===== src/rtl/instr_encoder_loader.sv =====
// instr_encoder_loader: encodes RV32I operation descriptors and streams them into instruction memory
module instr_encoder_loader #(
  parameter int DEPTH = 256,
  parameter int ADDR_W = 10,
  parameter int BASE_ADDR = 0
) (
  input  logic                       clk,
  input  logic                       rst,
  input  logic                       start,
  input  logic                       in_valid,
  output logic                       in_ready,
  input  logic                       in_last,
  input  logic [2:0]                 op_class,
  input  logic [3:0]                 ctrl_op,
  input  logic [4:0]                 rd,
  input  logic [4:0]                 rs1,
  input  logic [4:0]                 rs2,
  input  logic [12:0]                imm,
  output logic                       imem_we,
  output logic [ADDR_W-1:0]          imem_addr,
  output logic [31:0]                imem_wdata,
  output logic [$clog2(DEPTH+1)-1:0] word_count,
  output logic                       done,
  output logic                       err
);
  localparam int CW = $clog2(DEPTH+1);
  typedef enum logic [1:0] {IDLE, LOAD, FLUSH, DONE} state_t;
  state_t state;
  logic [2:0] f3;
  logic [31:0] enc;
  logic alt, shift, legal, accept, wr;
  assign in_ready = (state == LOAD) && (word_count < CW'(DEPTH)) && !start;
  assign accept = in_valid && in_ready;
  assign alt = (ctrl_op == 4'd1) || (ctrl_op == 4'd7);
  assign shift = (ctrl_op == 4'd5) || (ctrl_op == 4'd6) || (ctrl_op == 4'd7);
  assign legal = (op_class <= 3'd4) && (ctrl_op <= 4'd9) &&
                 !(op_class == 3'd1 && ctrl_op == 4'd1) &&
                 !(op_class == 3'd4 && imm[0]) &&
                 !(op_class >= 3'd2 && ctrl_op != 4'd0);
  assign wr = accept && legal;
  always_comb begin
    f3 = 3'd0;
    case (ctrl_op)
      4'd2: f3 = 3'd4;
      4'd3: f3 = 3'd6;
      4'd4: f3 = 3'd7;
      4'd5: f3 = 3'd1;
      4'd6, 4'd7: f3 = 3'd5;
      4'd8: f3 = 3'd2;
      4'd9: f3 = 3'd3;
      default: f3 = 3'd0;
    endcase
  end
  always_comb begin
    enc = '0;
    case (op_class)
      3'd0: enc = {1'b0, alt, 5'b0, rs2, rs1, f3, rd, 7'b0110011};
      3'd1: enc = shift ? {1'b0, alt, 5'b0, imm[4:0], rs1, f3, rd, 7'b0010011}
                        : {imm[11:0], rs1, f3, rd, 7'b0010011};
      3'd2: enc = {imm[11:0], rs1, 3'b010, rd, 7'b0000011};
      3'd3: enc = {imm[11:5], rs2, rs1, 3'b010, imm[4:0], 7'b0100011};
      3'd4: enc = {imm[12], imm[10:5], rs2, rs1, 3'b000, imm[4:1], imm[11], 7'b1100011};
      default: enc = '0;
    endcase
  end
  always_ff @(posedge clk) begin
    if (rst) begin
      state <= IDLE;
      imem_we <= 1'b0;
      imem_addr <= ADDR_W'(BASE_ADDR);
      imem_wdata <= '0;
      word_count <= '0;
      done <= 1'b0;
      err <= 1'b0;
    end else if (start) begin
      state <= LOAD;
      imem_we <= 1'b0;
      word_count <= '0;
      done <= 1'b0;
      err <= 1'b0;
    end else begin
      imem_we <= wr;
      if (wr) begin
        imem_addr <= ADDR_W'(BASE_ADDR + 4 * int'(word_count));
        imem_wdata <= enc;
        word_count <= word_count + 1'b1;
      end
      if (accept && !legal)
        err <= 1'b1;
      case (state)
        LOAD: if ((accept && in_last) || (wr && word_count == CW'(DEPTH - 1)) || word_count == CW'(DEPTH))
          state <= FLUSH;
        FLUSH: begin
          state <= DONE;
          done <= 1'b1;
        end
        default: state <= state;
      endcase
    end
  end
endmodule


===== config.mk =====
export PLATFORM = sky130hd
export DESIGN_NAME = instr_encoder_loader
export DESIGN_NICKNAME = d
export VERILOG_FILES = /design/src/rtl/instr_encoder_loader.sv
export SDC_FILE = /design/constraint.sdc
export NUM_CORES = 1
export LEC_CHECK = 0
export ABC_AREA = 0
export CAP_MARGIN = 0
export CORE_MARGIN = 5
export CORE_UTILIZATION = 55
export CTS_CLUSTER_DIAMETER = 200
export CTS_CLUSTER_SIZE = 8
export DETAILED_ROUTE_END_ITERATION = 10
export DONT_BUFFER_PORTS = 1
export MAX_ROUTING_LAYER = met4
export PLACE_DENSITY = 0.7
export SKIP_LAST_GASP = 1
export SYNTH_ARGS = -nofsm -noshare
export SYNTH_HDL_FRONTEND = slang
export SYNTH_SLANG_ARGS = --single-unit

===== constraint.sdc =====
create_clock -name clk -period 2.8 [get_ports clk]
set_input_delay 0.56 -clock clk [delete_from_list [all_inputs] [get_ports clk]]
set_output_delay 0.56 -clock clk [all_outputs]
set_load 0.01 [all_outputs]

==> reports/results.txt, run 1 <==
Die Wd: 82.3 um
Hold_buf cts: 0
WP data required: 3040 ps
Crit path max-delay family: simple AND/OR/NAND/NOR gates
CP Launch Type: flip-flop
CP peak stage delay: 580 ps
Setup Skew: 9.09 ps
Sequential Power Share: 51.8%
Area of the multi-input gates: 1650 um2
Core box area: 5110 um2
Most frequent cells in the layout: dfxtp_1, a21oi_1, nand4_1
Via Count: 2565
Final Cycle Share: 74.6%
Hold Vio Cnt, Final: 0
Antenna viol nets, final: 0
Max_cap viols: 0
TritonCTS Buffers: 5
Total negative slack: 0 ps
Die H: 82.3 um
Rel. slew slack: 22.9%
Global Route Usage Sum: 23.3%
Skew-Pair Late Insertion Delay: 300 ps
Synth async-reset ratio: 0%
Crit path DAT: 2330 ps
1st-iter DRT viols: 189
Global route total overflow: 0
Post-DR wirelength/cell: 19.5 um
DR pass1 iterations: 4
GP Congestion: 0.809
CP Class: flip-flop to flip-flop
P_sw: 344 uW
Clock power frac: 37.7%
Die area: 6770 um2
I/O Buffers: 0
Cell accounting for the most synthesized area: dfxtp_1
Status: finished, final reports clean
Critical-path top delay cell: or4b_2
Combinational power share: 10.4%
Cell depth of the worst hold path: 1
Worst r2r src: word_count[0]
Reg-to-Reg End: state[1]
Clock slew at reported path FFs: 100 ps
Reg2Reg Depth: 6
Fin crit period: 2090 ps
Vias per Instance: 6.61
Share of cells above drive strength 1: 11.9%
Seq/Total Area, Yosys: 35.5%
Main flop type after synthesis: dfxtp_1
Clock Sinks: 51
Pleak: 1.02 nW
Root Driver: clkbuf_8
WHS Endpoint: imem_addr[8]
Pwr Density: 476 nW/um2
#FFs+latches synth: 51
Post-CTS resize count: 0
Pint: 1.07 mW
CTS tree: done
Ant. Diodes: 0
Ys Warns: 0
Setup violations, final: 0
Sw Ratio: 24.3%
Starting density of the core: 56.3%
Cell variety after synth: 57
H-tree depth: 2
Most common cell after layout, fill and taps aside: dfxtp_1
Worst VDD drop: 0.000261 V
Routed wire length: 7550 um
Post-synth top area share: 35.5%
Final Max Slew Viols: 0
CP endpoint kind: flip-flop
Unrepaired setup endpoints after global routing: no
Worst Hold Launch: rst
Syn_area_per_cell: 8.51 um2
Layout overhead on the synthesized area: 3.48%
Crit path cell chain: inv_1 > ha_1 > or4b_2 > nor4b_1 > o21ai_0 > a31oi_1
Drt drc: 0
Register area: 1020 um2
Min-delay worst type: primary input to flip-flop
Dpl hpwl: 5170 um
Boundary Pins: 95
Initial antenna violation count: 0
Nets@finish: 360
Number of enable flip-flop cells after synthesis: 0
Largest net degree at the start of global routing: 45
FMAX: 479 MHz
Reg2reg setup slack: 710 ps
Number of fill cells in the layout: 475
Vias in the first global route: 2467
Synth Cell Area: 2880 um2
Gate Count Post-Synth: 338
Clock Tree Buf Depth: 2
Site Rows: 26
Global-route wire length before repair: 12200 um
Synth area leaders: dfxtp_1, a21oi_1, mux2i_1
Postcts setup bufs: 0
Hold slack: 321 ps
Worst slew pin tran: 1160 ps
Worst Path Max Fanout: 6
Critical path buffers and inverters: 1
Yosys cell counts (all sizes together), types with 3 or more instances:
master   n
nor3     3
inv     10
nor4     6
nand3    3
and3     9
o21a     5
ha       3
o211ai   6
a31oi   18
buf     16
o21ai    4
nor2b   10
o22a     5
o41ai    3
dfxtp   51
nor2    10
a211oi  15
mux2i   16
or3      6
a21oi   34
o31ai   16
clkbuf  23
o311ai   3
nand4   22
nand2   15
layout make-up:
| class | count | area share (%) |
|---|---|---|
| Clock inverter | 2 | 1.18 |
| Tap cell | 70 | 2.94 |
| Timing Repair Buffer | 8 | 2.02 |
| Multi-Input combinational cell | 241 | 55.5 |
| Inverter | 10 | 1.26 |
| Sequential cell | 51 | 34.3 |
| Clock buffer | 6 | 2.78 |
through the flow:
stage | utilization (%) | setup slack, ps | instances | total power, mW | cell area, um2
finish | 58.3 | 711 | 388 | 1.42 | 2980
global route | 58.3 | 506 | 388 | 1.48 | 2980
CTS | 58.3 | 704 | 388 | 1.43 | 2980
detailed placement | 56.0 | 647 | 380 | 0.898 | 2860
global placement | 56.0 | 700 | 380 | 0.896 | 2860
floorplan | - | 674 | 341 | 0.897 | 2890
metal layers:
layer  vias to the layer above  part of all wire [%]  global-route usage (%)
met5                         -                     0                       -
met2                        88                    48                    37.3
met3                         6                   9.3                    5.75
met4                         0                  0.58                    5.32
met1                      1225                    42                    29.6
li1                       1246                     -                       -
kinds of logic after synthesis:
| logic type | after synthesis | share of synthesized area [%] |
|---|---|---|
| flip-flops | 51 | 35.5 |
| adder cells (fa/ha/maj) | 3 | 1.31 |
| AND/OR/NAND/NOR | 96 | 19.9 |
| AO/OA/AOI/OAI | 120 | 28.9 |
| multiplexers | 18 | 6.35 |
| buffers and inverters | 49 | 7.92 |
| other | 1 | 0.130 |
power groups by stage:
stage	Clock, mW	Sequential (mW)	Combinational [mW]
after detailed placement	0	0.752	0.146
after floorplan	0	0.751	0.146
after global routing	0.583	0.736	0.163
after CTS	0.546	0.735	0.147
final	0.535	0.735	0.148
after global placement	0	0.752	0.144
worst max path at each step:
stage                   from             to  slack (ps)  cells after the start
2_1_floorplan          start  word_count[5]         670                      5
3_3_place_gp     op_class[1]  imem_wdata[5]         700                      5
3_5_place_dp     op_class[1]  imem_wdata[5]         650                      5
4_1_cts        word_count[0]       state[1]         700                      6
5_1_grt        word_count[0]       state[1]         510                      6
6_report       word_count[0]       state[1]         710                      6
flip-flops by register name, indices dropped and copies added, names as in the netlist:
name and count:
done 1, imem_we 1, state 2, err 1
imem_addr 8, imem_wdata 29, word_count 9
(Power assumes the default switching activity.)
==> inputs of run 2 (changes only) <==
- PLACE_DENSITY: 0.7 -> 0.73
- clock period: 2.8 -> 1.7 ns (I/O delays scaled with it)
==> run 2 against run 1 <==
Effect of this change:
- the flow now finishes with violations (negative setup slack)
- via count increased by 7.2%
- first-iteration DRC count decreased by 6.3%
- clock power increased by 87%
- die area unchanged
- total power increased by 78%
- global-route usage increased by 1.9 points
- non-clock buffer count increased by 31
- register-to-register slack got worse by 900 ps
- routed wire length increased by 9.9%
- combinational power increased by 110%
- sequential power increased by 65%
- largest cell class unchanged
- sequential share of layout area decreased by 4.6 points
==> reports/results.txt, run 2 (synthesized netlist as in run 1, its figures left out) <==
Crit path cell chain: or4b_4 > or4_4 > o311ai_4 > o41ai_2
I/O Buffers: 0
TritonCTS Buffers: 5
Dpl hpwl: 5560 um
Critical-path top delay cell: or4b_4
Placed inst area: 3090 um2
1st-iter DRT viols: 177
Final setup margin: -186 ps
Clock Tree Buf Depth: 2
Most frequent cells in the layout: dfxtp_1, a21oi_1, buf_4
Status: finished with violations
Total negative slack: -2910 ps
Reg-to-Reg End: word_count[5]
Site Rows: 26
DR pass1 iterations: 5
CP Launch Type: flip-flop
Pleak: 1.25 nW
Pwr Density: 733 nW/um2
Nets@finish: 391
Routed wire length: 8300 um
CP Class: flip-flop to flip-flop
Post-DR wirelength/cell: 19.8 um
Die Wd: 82.3 um
Min-delay worst type: primary input to flip-flop
Regs by FF count: imem_wdata: 29 flops, word_count: 9 flops, imem_addr: 8 flops
Ant. Diodes: 0
Cell depth of the worst hold path: 1
Via Count: 2750
Hold Vio Cnt, Final: 0
Largest register FFs: 29
Reg2reg setup slack: -190 ps
Post-route cell area: 3440 um2
Reg2Reg Depth: 4
Antenna viol nets, final: 0
Worst slew pin tran: 739 ps
H-tree depth: 2
GP Congestion: 0.938
Global route total overflow: 0
CP endpoint kind: flip-flop
Rel. slew slack: 50.7%
Hold_buf cts: 0
Final Max Slew Viols: 0
Worst r2r src: word_count[8]
WP data required: 1870 ps
Failing checks: negative setup slack
Worst Path Max Fanout: 3
Skew-Pair Late Insertion Delay: 300 ps
Clock Sinks: 51
Setup violations, final: 44
WHS Endpoint: imem_addr[5]
Global Route Usage Sum: 25.2%
Final Non-Filler Cells: 419
Share of cells above drive strength 1: 26.6%
Most common cell after layout, fill and taps aside: dfxtp_1
Crit path DAT: 2060 ps
CP peak stage delay: 540 ps
Unrepaired setup endpoints after global routing: yes
Vias in the first global route: 2706
CTS tree: done
Final Cycle Share: 111%
Clock slew at reported path FFs: 100 ps
Layout overhead on the synthesized area: 19.8%
Max_cap viols: 0
Vias per Instance: 6.56
Largest Register: imem_wdata
Root Driver: clkbuf_8
Drt drc: 0
Fin crit period: 1890 ps
Die H: 82.3 um
Placed cell count: 407
Largest net degree at the start of global routing: 45
Worst Hold Launch: rst
Global-route wire length before repair: 13100 um
Setup Skew: 5.85 ps
Worst VDD drop: 0.000483 V
FMAX: 530 MHz
Core box area: 5110 um2
Starting density of the core: 56.3%
Initial antenna violation count: 0
Boundary Pins: 95
Die area: 6770 um2
-- run 2: cell count changes in the layout (fill, tap and decap cells not counted), sizes merged --
| cell | previous run | this run |
|---|---|---|
| buf | 8 | 39 |
| clkinvlp | 0 | 1 |
| clkbuf | 6 | 5 |
| bufinv | 1 | 2 |
| clkinv | 1 | 0 |
-- run 2: critical path, delay by kind of cell, from the launching register on --
kind | cells | cell delay [ps]
compound gates | 2 | 350
simple gates | 2 | 1070
flops | 1 | 340
-- run 2: what timing repair did --
item,in CTS,in global routing
endpoints found under the hold margin,0,0
gates cloned,2,1
pin swaps,12,16
gates resized for setup,17,24
buffers inserted,4,0
endpoints found under the setup margin,48,48
-- run 2: layout make-up --
type                    instances  area, um2
well taps                      70       87.6
clock buffers                   5       68.8
inverters                      10       37.5
fillers                       423       1660
multi-input cells             241       1810
repair buffers                 39        344
flip-flops and latches         51       1020
clock inverters                 3       67.6
-- run 2: report_power, final --
group	switching, mW	internal (mW)
sequential	0.00908	1.20
combinational	0.184	0.126
clock	0.415	0.587
total	0.608	1.92
-- run 2: stage by stage --
step           power [mW]  hold WS (ps)  worst slack [ps]  utilization (%)
2_1_floorplan        1.48           459              -206                -
3_3_place_gp         1.51           416              -128             60.5
3_5_place_dp         1.51           418              -143             60.5
4_1_cts              2.53          81.7              -171             65.9
5_1_grt              2.62          68.5              -215             67.4
6_report             2.52          92.7              -186             67.4
-- run 2: worst max-delay path by stage --
stage / startpoint / end / slack, ps / cells past startpoint
2_1_floorplan: start / word_count[5] / -210 / 5
3_3_place_gp: state[1] / word_count[5] / -130 / 4
3_5_place_dp: state[1] / word_count[5] / -140 / 4
4_1_cts: state[1] / word_count[5] / -170 / 4
5_1_grt: word_count[8] / word_count[5] / -210 / 4
6_report: word_count[8] / word_count[5] / -190 / 4
-- run 2: routing by layer --
layer / global-route usage [%] / vias to the layer above / part of all wire [%]
met5: - / - / 0
met1: 29.2 / 1318 / 40
met2: 43.7 / 104 / 50
li1: - / 1317 / -
met4: 6.98 / 0 / 1.4
met3: 5.64 / 11 / 7.9
